<file path="src/rtl/blinds_motor_driver_pkg.sv">
// Shared constants and FSM state type for the blinds motor driver.
package blinds_motor_driver_pkg;

  typedef enum logic [2:0] {
    ST_IDLE,
    ST_MOVE_UP,
    ST_MOVE_DOWN,
    ST_DEAD,
    ST_FAULT
  } state_e;

  localparam logic BLINDS_OPEN  = 1'b1;
  localparam logic BLINDS_CLOSE = 1'b0;

  localparam int unsigned POS_MAX_DEF       = 200;
  localparam int unsigned TIMEOUT_TICKS_DEF = 250;
  localparam int unsigned DEAD_TICKS_DEF    = 4;

endpackage

</file>
<file path="src/rtl/blinds_motor_driver_if.sv">
// Open/close command handshake between the blinds controller and the driver.
interface blinds_motor_driver_if;
  logic blinds_cmd_valid;
  logic blinds_cmd_ready;
  logic blinds_status;

  modport master (output blinds_cmd_valid, output blinds_status, input blinds_cmd_ready);
  modport slave  (input blinds_cmd_valid, input blinds_status, output blinds_cmd_ready);
endinterface

</file>
<file path="src/rtl/blinds_travel_timer.sv">
// Loadable down-counter; expired while the count sits at zero.
module blinds_travel_timer #(
  parameter int unsigned WIDTH = 8
) (
  input  logic             clk_i,
  input  logic             rst_ni,
  input  logic             start_i,
  input  logic [WIDTH-1:0] load_i,
  input  logic             en_i,
  output logic             expired_o
);

  logic [WIDTH-1:0] count_q;

  // Load on start (wins over enable), otherwise count down to zero and hold.
  always_ff @(posedge clk_i) begin
    if (!rst_ni) begin
      count_q <= '0;
    end else if (start_i) begin
      count_q <= load_i;
    end else if (en_i && (count_q != '0)) begin
      count_q <= count_q - WIDTH'(1);
    end
  end

  assign expired_o = (count_q == '0);

endmodule

</file>
<file path="src/rtl/blinds_motor_driver.sv">
// Two-wire blinds motor driver: command handshake, position tracking,
// reversal dead time, travel timeout and limit-switch fault latching.
module blinds_motor_driver
  import blinds_motor_driver_pkg::*;
#(
  parameter int unsigned POS_MAX       = POS_MAX_DEF,
  parameter int unsigned TIMEOUT_TICKS = TIMEOUT_TICKS_DEF,
  parameter int unsigned DEAD_TICKS    = DEAD_TICKS_DEF
) (
  input  logic                  clk_i,
  input  logic                  rst_ni,
  blinds_motor_driver_if.slave  blinds_cmd,
  input  logic                  step_tick_i,
  input  logic                  open_limit_i,
  input  logic                  closed_limit_i,
  input  logic                  fault_clear_i,
  output logic                  motor_up_o,
  output logic                  motor_down_o,
  output logic [7:0]            position_o,
  output logic                  position_valid_o,
  output logic                  busy_o,
  output logic                  done_o,
  output logic                  fault_o
);

  localparam int unsigned TW = $clog2(TIMEOUT_TICKS + 1);
  localparam int unsigned DW = (DEAD_TICKS > 1) ? $clog2(DEAD_TICKS) : 1;
  localparam logic [7:0]  POS_MAX_C = 8'(POS_MAX);

  state_e     state_q, state_d;
  logic [7:0] pos_q, pos_d;
  logic       pos_valid_q, pos_valid_d;
  logic       pend_up_q, pend_up_d;
  logic       done_d;
  logic       motor_up_q, motor_down_q, busy_q, done_q, fault_q, ready_q;
  logic       travel_start, dead_start;
  logic       travel_expired, dead_expired;
  logic       accept, both_limits, in_move;

  assign accept      = blinds_cmd.blinds_cmd_valid && ready_q;
  assign both_limits = open_limit_i && closed_limit_i;
  assign in_move     = (state_q == ST_MOVE_UP) || (state_q == ST_MOVE_DOWN);

  blinds_travel_timer #(.WIDTH(TW)) u_travel_timer (
    .clk_i     (clk_i),
    .rst_ni    (rst_ni),
    .start_i   (travel_start),
    .load_i    (TW'(TIMEOUT_TICKS)),
    .en_i      (step_tick_i && in_move),
    .expired_o (travel_expired)
  );

  // Loaded with DEAD_TICKS-1 so that expiry is seen in the last dead cycle.
  blinds_travel_timer #(.WIDTH(DW)) u_dead_timer (
    .clk_i     (clk_i),
    .rst_ni    (rst_ni),
    .start_i   (dead_start),
    .load_i    (DW'(DEAD_TICKS - 1)),
    .en_i      (state_q == ST_DEAD),
    .expired_o (dead_expired)
  );

  // Next state, position and done; sensor fault first, then limit, timeout, command.
  always_comb begin
    state_d      = state_q;
    pos_d        = pos_q;
    pos_valid_d  = pos_valid_q;
    pend_up_d    = pend_up_q;
    done_d       = 1'b0;
    travel_start = 1'b0;
    dead_start   = 1'b0;
    unique case (state_q)
      ST_IDLE: begin
        if (both_limits) begin
          state_d = ST_FAULT;
        end else if (accept) begin
          if (blinds_cmd.blinds_status == BLINDS_OPEN) begin
            if (open_limit_i) begin
              done_d = 1'b1;
            end else begin
              state_d      = ST_MOVE_UP;
              travel_start = 1'b1;
            end
          end else begin
            if (closed_limit_i) begin
              done_d = 1'b1;
            end else begin
              state_d      = ST_MOVE_DOWN;
              travel_start = 1'b1;
            end
          end
        end
      end
      ST_MOVE_UP: begin
        if (both_limits) begin
          state_d = ST_FAULT;
        end else if (open_limit_i) begin
          state_d     = ST_IDLE;
          done_d      = 1'b1;
          pos_d       = POS_MAX_C;
          pos_valid_d = 1'b1;
        end else begin
          if (step_tick_i && (pos_q < POS_MAX_C)) begin
            pos_d = pos_q + 8'd1;
          end
          if (travel_expired) begin
            state_d = ST_FAULT;
          end else if (accept && (blinds_cmd.blinds_status == BLINDS_CLOSE)) begin
            state_d    = ST_DEAD;
            pend_up_d  = 1'b0;
            dead_start = 1'b1;
          end
        end
      end
      ST_MOVE_DOWN: begin
        if (both_limits) begin
          state_d = ST_FAULT;
        end else if (closed_limit_i) begin
          state_d     = ST_IDLE;
          done_d      = 1'b1;
          pos_d       = '0;
          pos_valid_d = 1'b1;
        end else begin
          if (step_tick_i && (pos_q != '0)) begin
            pos_d = pos_q - 8'd1;
          end
          if (travel_expired) begin
            state_d = ST_FAULT;
          end else if (accept && (blinds_cmd.blinds_status == BLINDS_OPEN)) begin
            state_d    = ST_DEAD;
            pend_up_d  = 1'b1;
            dead_start = 1'b1;
          end
        end
      end
      ST_DEAD: begin
        if (both_limits) begin
          state_d = ST_FAULT;
        end else if (dead_expired) begin
          if (pend_up_q ? open_limit_i : closed_limit_i) begin
            state_d = ST_IDLE;
            done_d  = 1'b1;
          end else begin
            state_d      = pend_up_q ? ST_MOVE_UP : ST_MOVE_DOWN;
            travel_start = 1'b1;
          end
        end
      end
      ST_FAULT: begin
        if (fault_clear_i && !both_limits) begin
          state_d = ST_IDLE;
        end
      end
      default: state_d = ST_IDLE;
    endcase
    if (state_d == ST_FAULT) begin
      pos_valid_d = 1'b0;
    end
  end

  // State and registered outputs, decoded from the next state.
  always_ff @(posedge clk_i) begin
    if (!rst_ni) begin
      state_q      <= ST_IDLE;
      pos_q        <= '0;
      pos_valid_q  <= 1'b0;
      pend_up_q    <= 1'b0;
      motor_up_q   <= 1'b0;
      motor_down_q <= 1'b0;
      busy_q       <= 1'b0;
      done_q       <= 1'b0;
      fault_q      <= 1'b0;
      ready_q      <= 1'b1;
    end else begin
      state_q      <= state_d;
      pos_q        <= pos_d;
      pos_valid_q  <= pos_valid_d;
      pend_up_q    <= pend_up_d;
      motor_up_q   <= (state_d == ST_MOVE_UP);
      motor_down_q <= (state_d == ST_MOVE_DOWN);
      busy_q       <= (state_d != ST_IDLE);
      done_q       <= done_d;
      fault_q      <= (state_d == ST_FAULT);
      ready_q      <= (state_d == ST_IDLE) || (state_d == ST_MOVE_UP) ||
                      (state_d == ST_MOVE_DOWN);
    end
  end

  assign blinds_cmd.blinds_cmd_ready = ready_q;
  assign motor_up_o       = motor_up_q;
  assign motor_down_o     = motor_down_q;
  assign position_o       = pos_q;
  assign position_valid_o = pos_valid_q;
  assign busy_o           = busy_q;
  assign done_o           = done_q;
  assign fault_o          = fault_q;

endmodule

</file>
<file path="src/flat_wrapper.sv">
// flat-port wrapper written by rule: the top's interface ports become plain ports
module blinds_motor_driver_flat import blinds_motor_driver_pkg::*;
#(
  parameter int unsigned POS_MAX       = POS_MAX_DEF,
  parameter int unsigned TIMEOUT_TICKS = TIMEOUT_TICKS_DEF,
  parameter int unsigned DEAD_TICKS    = DEAD_TICKS_DEF
)
  (clk_i, rst_ni, step_tick_i, open_limit_i, closed_limit_i, fault_clear_i, motor_up_o, motor_down_o, position_o, position_valid_o, busy_o, done_o, fault_o, blinds_cmd_blinds_cmd_valid, blinds_cmd_blinds_status, blinds_cmd_blinds_cmd_ready);
  blinds_motor_driver_if blinds_cmd_i ();
  input  logic clk_i;
  input  logic rst_ni;
  input  logic step_tick_i;
  input  logic open_limit_i;
  input  logic closed_limit_i;
  input  logic fault_clear_i;
  output logic motor_up_o;
  output logic motor_down_o;
  output logic [7:0] position_o;
  output logic position_valid_o;
  output logic busy_o;
  output logic done_o;
  output logic fault_o;
  input wire logic [$bits(blinds_cmd_i.blinds_cmd_valid)-1:0] blinds_cmd_blinds_cmd_valid;
  input wire logic [$bits(blinds_cmd_i.blinds_status)-1:0] blinds_cmd_blinds_status;
  output wire logic [$bits(blinds_cmd_i.blinds_cmd_ready)-1:0] blinds_cmd_blinds_cmd_ready;
  assign blinds_cmd_i.blinds_cmd_valid = blinds_cmd_blinds_cmd_valid;
  assign blinds_cmd_i.blinds_status = blinds_cmd_blinds_status;
  assign blinds_cmd_blinds_cmd_ready = blinds_cmd_i.blinds_cmd_ready;
  blinds_motor_driver #(.POS_MAX(POS_MAX), .TIMEOUT_TICKS(TIMEOUT_TICKS), .DEAD_TICKS(DEAD_TICKS)) u_core (.clk_i(clk_i), .rst_ni(rst_ni), .blinds_cmd(blinds_cmd_i), .step_tick_i(step_tick_i), .open_limit_i(open_limit_i), .closed_limit_i(closed_limit_i), .fault_clear_i(fault_clear_i), .motor_up_o(motor_up_o), .motor_down_o(motor_down_o), .position_o(position_o), .position_valid_o(position_valid_o), .busy_o(busy_o), .done_o(done_o), .fault_o(fault_o));
endmodule
</file>
<file path="config.mk">
export PLATFORM = sky130hd
export DESIGN_NAME = blinds_motor_driver_flat
export DESIGN_NICKNAME = d
export VERILOG_FILES = /design/src/rtl/blinds_motor_driver_pkg.sv /design/src/rtl/blinds_motor_driver_if.sv /design/src/rtl/blinds_travel_timer.sv /design/src/rtl/blinds_motor_driver.sv /design/src/flat_wrapper.sv
export SDC_FILE = /design/constraint.sdc
export NUM_CORES = 1
export LEC_CHECK = 0
export BUFFER_PORTS_ARGS = -buffer_cell sky130_fd_sc_hd__buf_2
export CAP_MARGIN = 15
export CELL_PAD_IN_SITES_DETAIL_PLACEMENT = 0
export CELL_PAD_IN_SITES_GLOBAL_PLACEMENT = 1
export CORE_AREA = 4 4 68 70
export CTS_CLUSTER_DIAMETER = 60
export CTS_CLUSTER_SIZE = 20
export DETAILED_ROUTE_END_ITERATION = 8
export DIE_AREA = 0 0 72 74
export PLACE_DENSITY_LB_ADDON = 0.1
export SLEW_MARGIN = 10
export SYNTH_ARGS = -nofsm -noshare
export SYNTH_HDL_FRONTEND = slang
export SYNTH_SLANG_ARGS = --single-unit
export TNS_END_PERCENT = 100
</file>
<file path="constraint.sdc">
create_clock -name clk_i -period 4.4 [get_ports clk_i]
set_input_delay 0 -clock clk_i [delete_from_list [all_inputs] [get_ports clk_i]]
set_output_delay 0 -clock clk_i [all_outputs]
set_load 0.02 [all_outputs]
</file>
==> run_results.csv <==
group,metric,value,unit
synth,syn-instance-count,214,
cts,cts_setup_buffers,0,
cts,cts.reportedPaths.clkPinSlew,60,ps
placement,routabilityCongestion,0.8666,
timing,hold_violations,0,
setup_path,critPathArrivalTime,2360,ps
global_routing,antenna_found_initial,0,
detailed_routing,drt-wirelength-per-cell,14.69,µm
setup_path,crit_path_start,"u_core.state_q[1]$_SDFF_PN0_",
detailed_routing,wl,4112,µm
setup_path,r2r_cells,5,
hold_path,hold_path.class,"in -> reg",
synth,async_flop_share,0,%
die,start_util,45.05,%
detailed_routing,drc_errors,0,
placement,dp.cells,273,
timing,whs,99.68,ps
detailed_routing,viasPerCell,5.921,
timing,finalWorstPathRequiredPeriod,2189,ps
synth,yosysUniqueCellTypes,57,
die,io_pins,23,
final_layout,mostFrequentLayoutCell,"dfxtp_1",
synth,syn-num-nets,227,
setup_path,timing.rr.start,"u_core.state_q[1]$_SDFF_PN0_",
die,die_x,72,µm
cts,h-tree-depth,2,
setup_path,critical_path.endpoint_type,"register",
cts,cts_hold_buf,0,
detailed_routing,drt-pass1-iter-count,4,
final_layout,stdcell_count,280,
setup_path,timing.rr.end,"u_core.position_o[4]$_SDFFE_PN0P_",
setup_path,required,4570,ps
power_and_ir_drop,power.total,608.3,µW
final_layout,final_nets,243,
setup_path,cp-endpoint,"u_core.position_o[4]$_SDFFE_PN0P_",
synth,ys_ff_latch,29,
cts,clock_path_buffers,2,
timing,setup_violations,0,
global_routing,grt_pass1_vias,1585,
setup_path,worst_setup_path_start_kind,"register",
power_and_ir_drop,powerDensity,311.2,nW/µm²
cts,cts_tree,"done",
setup_path,path_class,"reg -> reg",
die,die_area,5328,µm²
global_routing,grt.overflow.total,0,
cts,cts.sinks,29,
setup_path,cp_max_fo,16,
detailed_routing,ant_nets,0,
cts,cts_root_buffer,"clkbuf_8",
run_status,status,"finished clean",
placement,hpwl,3066,µm
final_layout,n_antenna_cell,0,
timing,relSlewSlack,46.56,%
timing,fin_worst_skew,6.603,ps
timing,worst_pin_slew,799.5,ps
die,die_y,74,µm
final_layout,final_cell_mix,"29 x dfxtp_1, 22 x buf_2, 19 x nand2_1, 19 x a21oi_1, 15 x nor2_1",
cts,clock_latency,280,ps
final_layout,final_core_util,49.21,%
final_layout,drive_gt1_share,17.83,%
detailed_routing,num_vias,1658,
timing,rsz0062_at_grt,"false",
global_routing,track_usage,16.35,%
global_routing,grt_pass1_wl,7003,µm
global_routing,grt_max_degree,17,
cts,cts_resized,0,
timing,maxSlewViolCount,0,
power_and_ir_drop,leakage,0.7697,nW
synth,syn_avg_cell_area,8.361,µm²
final_layout,area_delta_synth_final,9.231,%
timing,finalCritPeriodShare,49.75,%
placement,numPortBuffers,22,
synth,ys_warn_count,0,
run,cap_viol_max_count,0,
setup_path,regToRegSetupSlack,2210,ps
power_and_ir_drop,ir_drop,0.2165,mV
timing,final.setup.tns,0,ps
timing,fmaxAchievable,456.8,MHz
die,rows,23,
detailed_routing,drt_iter0_markers,98,
synth,synth_area,1789,µm²
synth,ys_seq_area_share,32.45,%
synth,synth_flop_cell,"dfxtp_1",
cts,cts_made_buffers,5,
synth,synth-edff-count,0,
die,core,3971,µm²
## worst max-delay path, stage by stage (launching register included)
cell	delay (ps)
dfxtp_1	470
or4b_4	580
o2111ai_2	180
or3_1	480
nor2_1	110
o221a_2	280
## state kept, by name, summed over array words and instances (netlist names)
register                            cells
u_core.busy_o                           1
u_core.u_travel_timer.count_q           8
u_core.fault_o                          1
u_core.motor_up_o                       1
u_core.u_dead_timer.count_q             2
u_core.state_q                          3
u_core.position_valid_o                 1
u_core.pend_up_q                        1
u_core.position_o                       8
u_core.blinds_cmd.blinds_cmd_ready      1
u_core.motor_down_o                     1
u_core.done_o                           1
## area by class of cell
type                       instances  area [µm²]
timing repair buffer              22       110.1
fill                             409        2017
tap                               50       62.56
sequential                        29       580.6
clock buffer                       7       86.33
multi-input combinational        158        1062
inverter                          14       52.55
## Yosys cell counts (all sizes together), types with 2 or more instances
master  number  area share, %
nand2       19            4.0
and3         4            1.4
a211o        2           0.98
xor2         5            2.4
o221ai       3            1.5
or4b         3            2.1
xnor2        3            1.5
nand2b       3            1.0
nand3        3           0.84
or4          2           0.84
a211oi       3            1.8
o31ai        2           0.84
nand4        2           0.70
nor2        15            3.1
inv         14            2.9
o2111a       2            1.3
nor3b        3            1.5
o221a        2            1.3
nor3         4            1.1
and4         2           0.98
buf          9            4.4
o31a         3            1.5
nand3b       3            1.3
or3          2           0.70
ha           5            3.5
clkbuf       4           0.84
nor2b        3            1.0
and2         2           0.70
o21a         3            1.3
a21oi       19            5.3
a31oi        4            1.4
o211ai       3            1.3
nor4         3            1.0
o21ai       10            2.8
dfxtp       29             32
## cells by family (layout without fill, tap and decap cells)
group	Yosys count	in the layout	synth area share [%]
XOR/XNOR	8	8	3.916
AND/OR/NAND/NOR	78	78	25.17
flip-flops	29	29	32.45
adder cells (fa/ha/maj)	5	5	3.497
AO/OA/AOI/OAI	67	67	26.78
buffers and inverters	27	43	8.181
## stage by stage
stage / cell area (µm²) / setup WS [ps]
2_1_floorplan: 1789 / 2424
3_3_place_gp: 1868 / 2281
3_5_place_dp: 1868 / 2218
4_1_cts: 1954 / 2219
5_1_grt: 1954 / 2045
6_report: 1954 / 2211
## worst min-delay path by stage
stage | start | endpoint | slack, ps | cells after the start
after floorplan | rst_ni | u_core.state_q[1]$_SDFF_PN0_ | 130 | 2
after global routing | rst_ni | u_core.position_o[4]$_SDFFE_PN0P_ | 130 | 2
after global placement | rst_ni | u_core.position_o[6]$_SDFFE_PN0P_ | 390 | 2
final | rst_ni | u_core.position_o[6]$_SDFFE_PN0P_ | 100 | 2
after CTS | rst_ni | u_core.position_o[6]$_SDFFE_PN0P_ | 100 | 2
after detailed placement | rst_ni | u_core.position_o[6]$_SDFFE_PN0P_ | 400 | 2
## per-layer routing
| metal | share of wire, % | GRT usage, % | vias to the layer above | wire, µm |
|---|---|---|---|---|
| met2 | 48 | 28.78 | 46 | 1966 |
| li1 | - | - | 818 | - |
| met3 | 4.5 | 3.243 | 8 | 184 |
| met1 | 46 | 20.33 | 786 | 1899 |
| met5 | 0 | 0 | - | 0 |
| met4 | 1.5 | 4.802 | 0 | 61 |
## report_power, final
| group | switching (mW) | internal (mW) |
|---|---|---|
| Combinational | 0.0613 | 0.0393 |
| Sequential | 0.0141 | 0.276 |
| Clock | 0.0938 | 0.124 |
| Total | 0.169 | 0.439 |
Power figures use the tool's default switching activity.
